==> src/rtl/alu_cmd_issuer_pkg.sv <==
// ============================================================================
// Module : alu_cmd_issuer_pkg
// Brief  : Shared FSM state encoding and default sizing for alu_cmd_issuer.
// Rev    : 1.0
// ============================================================================
`default_nettype none

package alu_cmd_issuer_pkg;

  typedef enum logic [1:0] {
    ST_IDLE = 2'd0,
    ST_EXEC = 2'd1,
    ST_RESP = 2'd2
  } state_t;

  localparam int c_DEF_OUT_WIDTH     = 8;
  localparam int c_DEF_ALU_FUN_WIDTH = 4;
  localparam int c_DEF_TIMEOUT       = 15;

endpackage

`default_nettype wire

==> src/rtl/alu_cmd_issuer.sv <==
// ============================================================================
// Module : alu_cmd_issuer
// Brief  : Issues one latched command to an external ALU, waits for its
//          result (bounded by TIMEOUT) and presents it as a response.
// Rev    : 1.0
// ============================================================================
`default_nettype none

module alu_cmd_issuer
  import alu_cmd_issuer_pkg::*;
#(
  parameter int OUT_WIDTH     = c_DEF_OUT_WIDTH,
  parameter int ALU_FUN_WIDTH = c_DEF_ALU_FUN_WIDTH,
  parameter int TIMEOUT       = c_DEF_TIMEOUT
) (
  input  logic                     CLK,
  input  logic                     RST,
  input  logic                     CMD_VALID,
  output logic                     CMD_READY,
  input  logic [ALU_FUN_WIDTH-1:0] CMD_FUN,
  input  logic [OUT_WIDTH-1:0]     CMD_A,
  input  logic [OUT_WIDTH-1:0]     CMD_B,
  output logic                     ALU_EN,
  output logic [ALU_FUN_WIDTH-1:0] ALU_FUN,
  output logic [OUT_WIDTH-1:0]     A,
  output logic [OUT_WIDTH-1:0]     B,
  input  logic [OUT_WIDTH-1:0]     ALU_OUT,
  input  logic                     OUT_VALID,
  output logic                     RSP_VALID,
  input  logic                     RSP_READY,
  output logic [OUT_WIDTH-1:0]     RSP_DATA,
  output logic                     RSP_ERR
);

  localparam int               CNT_W    = (TIMEOUT > 1) ? $clog2(TIMEOUT) : 1;
  localparam logic [CNT_W-1:0] CNT_LAST = CNT_W'(TIMEOUT - 1);

  state_t                   state_q,    state_d;
  logic [CNT_W-1:0]         cnt_q,      cnt_d;
  logic [ALU_FUN_WIDTH-1:0] alu_fun_q,  alu_fun_d;
  logic [OUT_WIDTH-1:0]     a_q,        a_d;
  logic [OUT_WIDTH-1:0]     b_q,        b_d;
  logic [OUT_WIDTH-1:0]     rsp_data_q, rsp_data_d;
  logic                     rsp_err_q,  rsp_err_d;

  always_ff @(posedge CLK) begin
    if (RST) begin
      state_q    <= ST_IDLE;
      cnt_q      <= '0;
      alu_fun_q  <= '0;
      a_q        <= '0;
      b_q        <= '0;
      rsp_data_q <= '0;
      rsp_err_q  <= 1'b0;
    end else begin
      state_q    <= state_d;
      cnt_q      <= cnt_d;
      alu_fun_q  <= alu_fun_d;
      a_q        <= a_d;
      b_q        <= b_d;
      rsp_data_q <= rsp_data_d;
      rsp_err_q  <= rsp_err_d;
    end
  end

  always_comb begin
    state_d    = state_q;
    cnt_d      = cnt_q;
    alu_fun_d  = alu_fun_q;
    a_d        = a_q;
    b_d        = b_q;
    rsp_data_d = rsp_data_q;
    rsp_err_d  = rsp_err_q;
    case (state_q)
      ST_IDLE: begin
        if (CMD_VALID) begin
          alu_fun_d = CMD_FUN;
          a_d       = CMD_A;
          b_d       = CMD_B;
          cnt_d     = '0;
          state_d   = ST_EXEC;
        end
      end
      ST_EXEC: begin
        // OUT_VALID on the first EXEC cycle may be left over from a prior op.
        if ((cnt_q != '0) && OUT_VALID) begin
          rsp_data_d = ALU_OUT;
          rsp_err_d  = 1'b0;
          state_d    = ST_RESP;
        end else if (cnt_q == CNT_LAST) begin
          rsp_data_d = '0;
          rsp_err_d  = 1'b1;
          state_d    = ST_RESP;
        end else begin
          cnt_d = cnt_q + 1'b1;
        end
      end
      ST_RESP: begin
        if (RSP_READY) begin
          state_d = ST_IDLE;
        end
      end
      default: begin
        state_d = ST_IDLE;
      end
    endcase
  end

  assign CMD_READY = (state_q == ST_IDLE);
  assign ALU_EN    = (state_q == ST_EXEC);
  assign RSP_VALID = (state_q == ST_RESP);
  assign ALU_FUN   = alu_fun_q;
  assign A         = a_q;
  assign B         = b_q;
  assign RSP_DATA  = rsp_data_q;
  assign RSP_ERR   = rsp_err_q;

endmodule

`default_nettype wire

==> config.mk <==
export PLATFORM = sky130hd
export DESIGN_NAME = alu_cmd_issuer
export DESIGN_NICKNAME = d
export VERILOG_FILES = /design/src/rtl/alu_cmd_issuer_pkg.sv /design/src/rtl/alu_cmd_issuer.sv
export SDC_FILE = /design/constraint.sdc
export NUM_CORES = 1
export LEC_CHECK = 0
export BUFFER_PORTS_ARGS = -buffer_cell sky130_fd_sc_hd__buf_2
export CAP_MARGIN = 10
export CORE_ASPECT_RATIO = 0.5
export CORE_MARGIN = 2
export CORE_UTILIZATION = 49
export CTS_CLUSTER_SIZE = 16
export DETAILED_ROUTE_END_ITERATION = 10
export PLACE_DENSITY = 0.83
export SYNTH_ARGS = -nofsm -noshare
export SYNTH_HDL_FRONTEND = slang
export SYNTH_SLANG_ARGS = --single-unit
==> constraint.sdc <==
create_clock -name CLK -period 2.6 [get_ports CLK]
set_input_delay 0.26 -clock CLK [delete_from_list [all_inputs] [get_ports CLK]]
set_output_delay 0.26 -clock CLK [all_outputs]
set_load 0.05 [all_outputs]
==> reports/results.md <==
* 161 — Cells after Synth
* 28 — number of different library cells in the post-synthesis netlist
* 79.33 microns — DIE WIDTH
* 4961 microns — wire length of the first global-routing pass
* 0.5317 mV — maximum ir drop on the vdd rail
* 1157 — vias in the first global route
* built — TritonCTS clock tree
* 3129 microns — total wire length after detailed routing
* 19.71% — post-synthesis compound-gate area fraction
* simple AND/OR/NAND/NOR gates — combinational family with the most area after synthesis
* 12.03 microns — post-DR wirelength/cell
* 0.003305 sq mm — Total Die Area
* 0 — ANT cells
* 64 — IO buf count
* 1 — Worst Path Buf+Inv
* 2 — deepest clock path buffer count
* 0 — max-cap viol count
* dfxtp_1 — cell type with the largest total area after synthesis
* 0.001704 sq mm — DP Area
* RSP_DATA[5] — worst r2r dst
* 0.40 ns — Largest stage delay, worst path
* 64.52% — crit share post-route
* 37 — pin count of the biggest net entering global routing
* 1309 — via count
* 30.96% — layout-stage area growth over the synthesis result
* 0 — number of failing setup endpoints in the final timing report
* 0 — grt total ovfl
* 0 — CTS-repair resized insts
* 0% — share of flip-flops with an asynchronous set or reset after synthesis
* clkbuf_8 — clock tree root buffer cell
* dfxtp_1, nand2_1, a21oi_1 — top cells by area in the synthesized netlist
* 0% — synthesized-area fraction occupied by xor and xnor cells
* 197 — net count of the mapped netlist
* 0.92 ns — slack of the worst reg-to-reg path
* 6 — depth of the worst register-to-register path
* 0.001821 sq mm — final non-filler cell area
* register — kind of start point of the critical path
* 0 — number of antenna violations at the first check in global routing
* 1485 microns — Met2 Wirelength
* 68.66% — core utilization of the finished layout
* 0.7845 ns — transition time at the pin with the least slew margin
* 50.41% — portion of the post-synthesis area used by sequential elements
* 0 — Pins Over Slew Limit
* 0 — number of nets with antenna violations after routing
* 13 — Placement Rows
* 0 — number of flops mapped to enable cells by yosys
* 0 — total DRC errors in the routed layout
* in2reg — Worst Hold Class
* cnt_q[0] — critical path startpoint
* completed — result of the run
* 5.035 — detailed-route vias per instance
* 0 ns — setup TNS
* 0 — hold-fix buffer count after cts
* false — setup repair after global routing missed its margin
* 0 — Final Hold Vio Count
* 4 — detailed-routing iteration count for the pre-antenna-repair pass
* 65 — I/O Pins
* 34.08% — layout cell share with drive strength beyond 1
* 0 — count of buffers added by post-CTS timing repair for setup
* 55 — number of violations reported at the end of detailed-routing iteration 0
* CMD_A[0] — Hold Startpoint
* 0.8416 nW — LEAKAGE
* reg2reg — startpoint-to-endpoint class of the critical path
* 0.30 ns — clock latency of the later-clocked register in the worst-skew pair
* 0 — number of warnings printed during yosys synthesis
* 0.001390 sq mm — area of the mapped netlist
* 35 — register bit count reported by yosys
* 47.57% — Slew headroom
* register — Critical Path End Type
* 1.90 ns — Data arrival, critical path
* 41.66 microns — die span in y
* 707.4 mW/mm^2 — P per Cell Area
* 2.700% — adder-cell share of the synthesized area
* nand2_1, dfxtp_1, a21oi_1 — cell types with the highest counts after synthesis
* 258 — Final #Nets
* 0.08 ns — register clock-pin slew on the reported worst setup and hold paths
* 50.41% — area share of the largest cell type after synthesis
* 0.009450 ns — clock skew
* 0.002651 sq mm — floorplan core area
* 9 — worst-path fanout max
* 52.43% — initial core utilization
* A[0] — Min-Delay Endpoint
* cnt_q[0] — start of the worst register-to-register path
* met4 — uppermost signal routing layer after detailed routing
* 209 — Fillers
* 2.82 ns — data required time at the worst endpoint
* 0% — multiplexer fraction of the synthesized cell area
* nand2_1 — count leader, synth
* or3b_4 — cell at the slowest stage of the critical path
* simple AND/OR/NAND/NOR gates — kind of cell adding the most delay to the critical path
* 19.54% — gr usage total
* 1.678 ns — clock period minus final worst setup slack
* 8.634 sq um — Synth Area per Inst
* 5 — number of CTS-inserted buffers
* 2139 microns — HPWL reported at the end of detailed placement
* inv_1 > ha_1 > or3b_4 > a32oi_4 > a22oi_1 > nor2_1 — cell chain of the critical path
* 1.288 mW — Final Power
* 596.1 MHz — fmax
* 22.59% — area fraction in and, or, nand and nor cells after synthesis
* 3 — number of cells on the worst hold path
* 190 microns — total length of routed met3 wires
* dfxtp_1 — dominant register cell in the synthesized netlist
* 2 — count of H-tree levels built during CTS
* 1391 microns — sum of routed wire segments on met1
* 35 — # clock sinks
* 0.7255 — final RePlAce weighted congestion
## flip-flops by register name, indices dropped and copies added, names as in the netlist
signal    flops
RSP_ERR       1
state_q       2
ALU_FUN       4
A             8
B             8
cnt_q         4
RSP_DATA      8
## worst max-delay path by stage
stage	to	slack (ns)	depth (start not counted)
floorplan	cnt_q[3]	0.74	5
global placement	RSP_DATA[1]	0.98	6
detailed placement	RSP_DATA[7]	0.94	6
CTS	RSP_DATA[7]	0.93	6
global route	cnt_q[3]	0.80	4
finish	RSP_DATA[5]	0.92	6
## cell families (layout without fill, tap and decap cells)
group                    Yosys count  after routing
AND/OR/NAND/NOR                   69             69
flip-flops                        35             35
adder cells (fa/ha/maj)            3              3
buffers and inverters             13             75
AO/OA/AOI/OAI                     41             41
## worst min-delay path, stage by stage
cell	delay, ns
buf_2	0.09
nand2_1	0.04
a21oi_1	0.05
## metrics by stage
stage | cells | hold slack, ns | setup slack [ns]
2_1_floorplan | 161 | 0.3960 | 0.7446
3_3_place_gp | 252 | 0.4383 | 0.9802
3_5_place_dp | 252 | 0.4430 | 0.9419
4_1_cts | 260 | 0.1916 | 0.9250
5_1_grt | 260 | 0.1871 | 0.7995
6_report | 260 | 0.1921 | 0.9224
## metal layers
metal  up-vias  GRT usage, %
li1        670             -
met4         0         10.69
met5         -             0
met3        10         6.522
met2        39         31.19
met1       590         23.46
## cells in the final DEF, fill, tap and decap left out, drive strengths merged, types with 2 or more instances in the layout
cell type and n:
a21oi 25, nor3 3, clkbuf 5, dfxtp 35, a22oi 8, nand3b 2
nand2 42, nand3 4, nor2 9, nand2b 3, buf 64, inv 4
ha 3
## power by group
part	internal, mW	switching (mW)	total [mW]
Clock	0.290	0.211	0.501
Sequential	0.560	0.0127	0.573
Combinational	0.0584	0.156	0.214
Total	0.909	0.379	1.29
## layout make-up
| type | instances | area, sq um | area share (%) |
|---|---|---|---|
| clock inverter | 3 | 47.55 | 2.612 |
| inverter | 3 | 11.26 | 0.6186 |
| tap | 37 | 46.29 | 2.543 |
| timing repair buffer | 64 | 320.3 | 17.59 |
| sequential | 35 | 700.7 | 38.49 |
| multi-input combinational | 113 | 625.6 | 34.36 |
| clock buffer | 5 | 68.82 | 3.780 |
(Power assumes the default switching activity.)
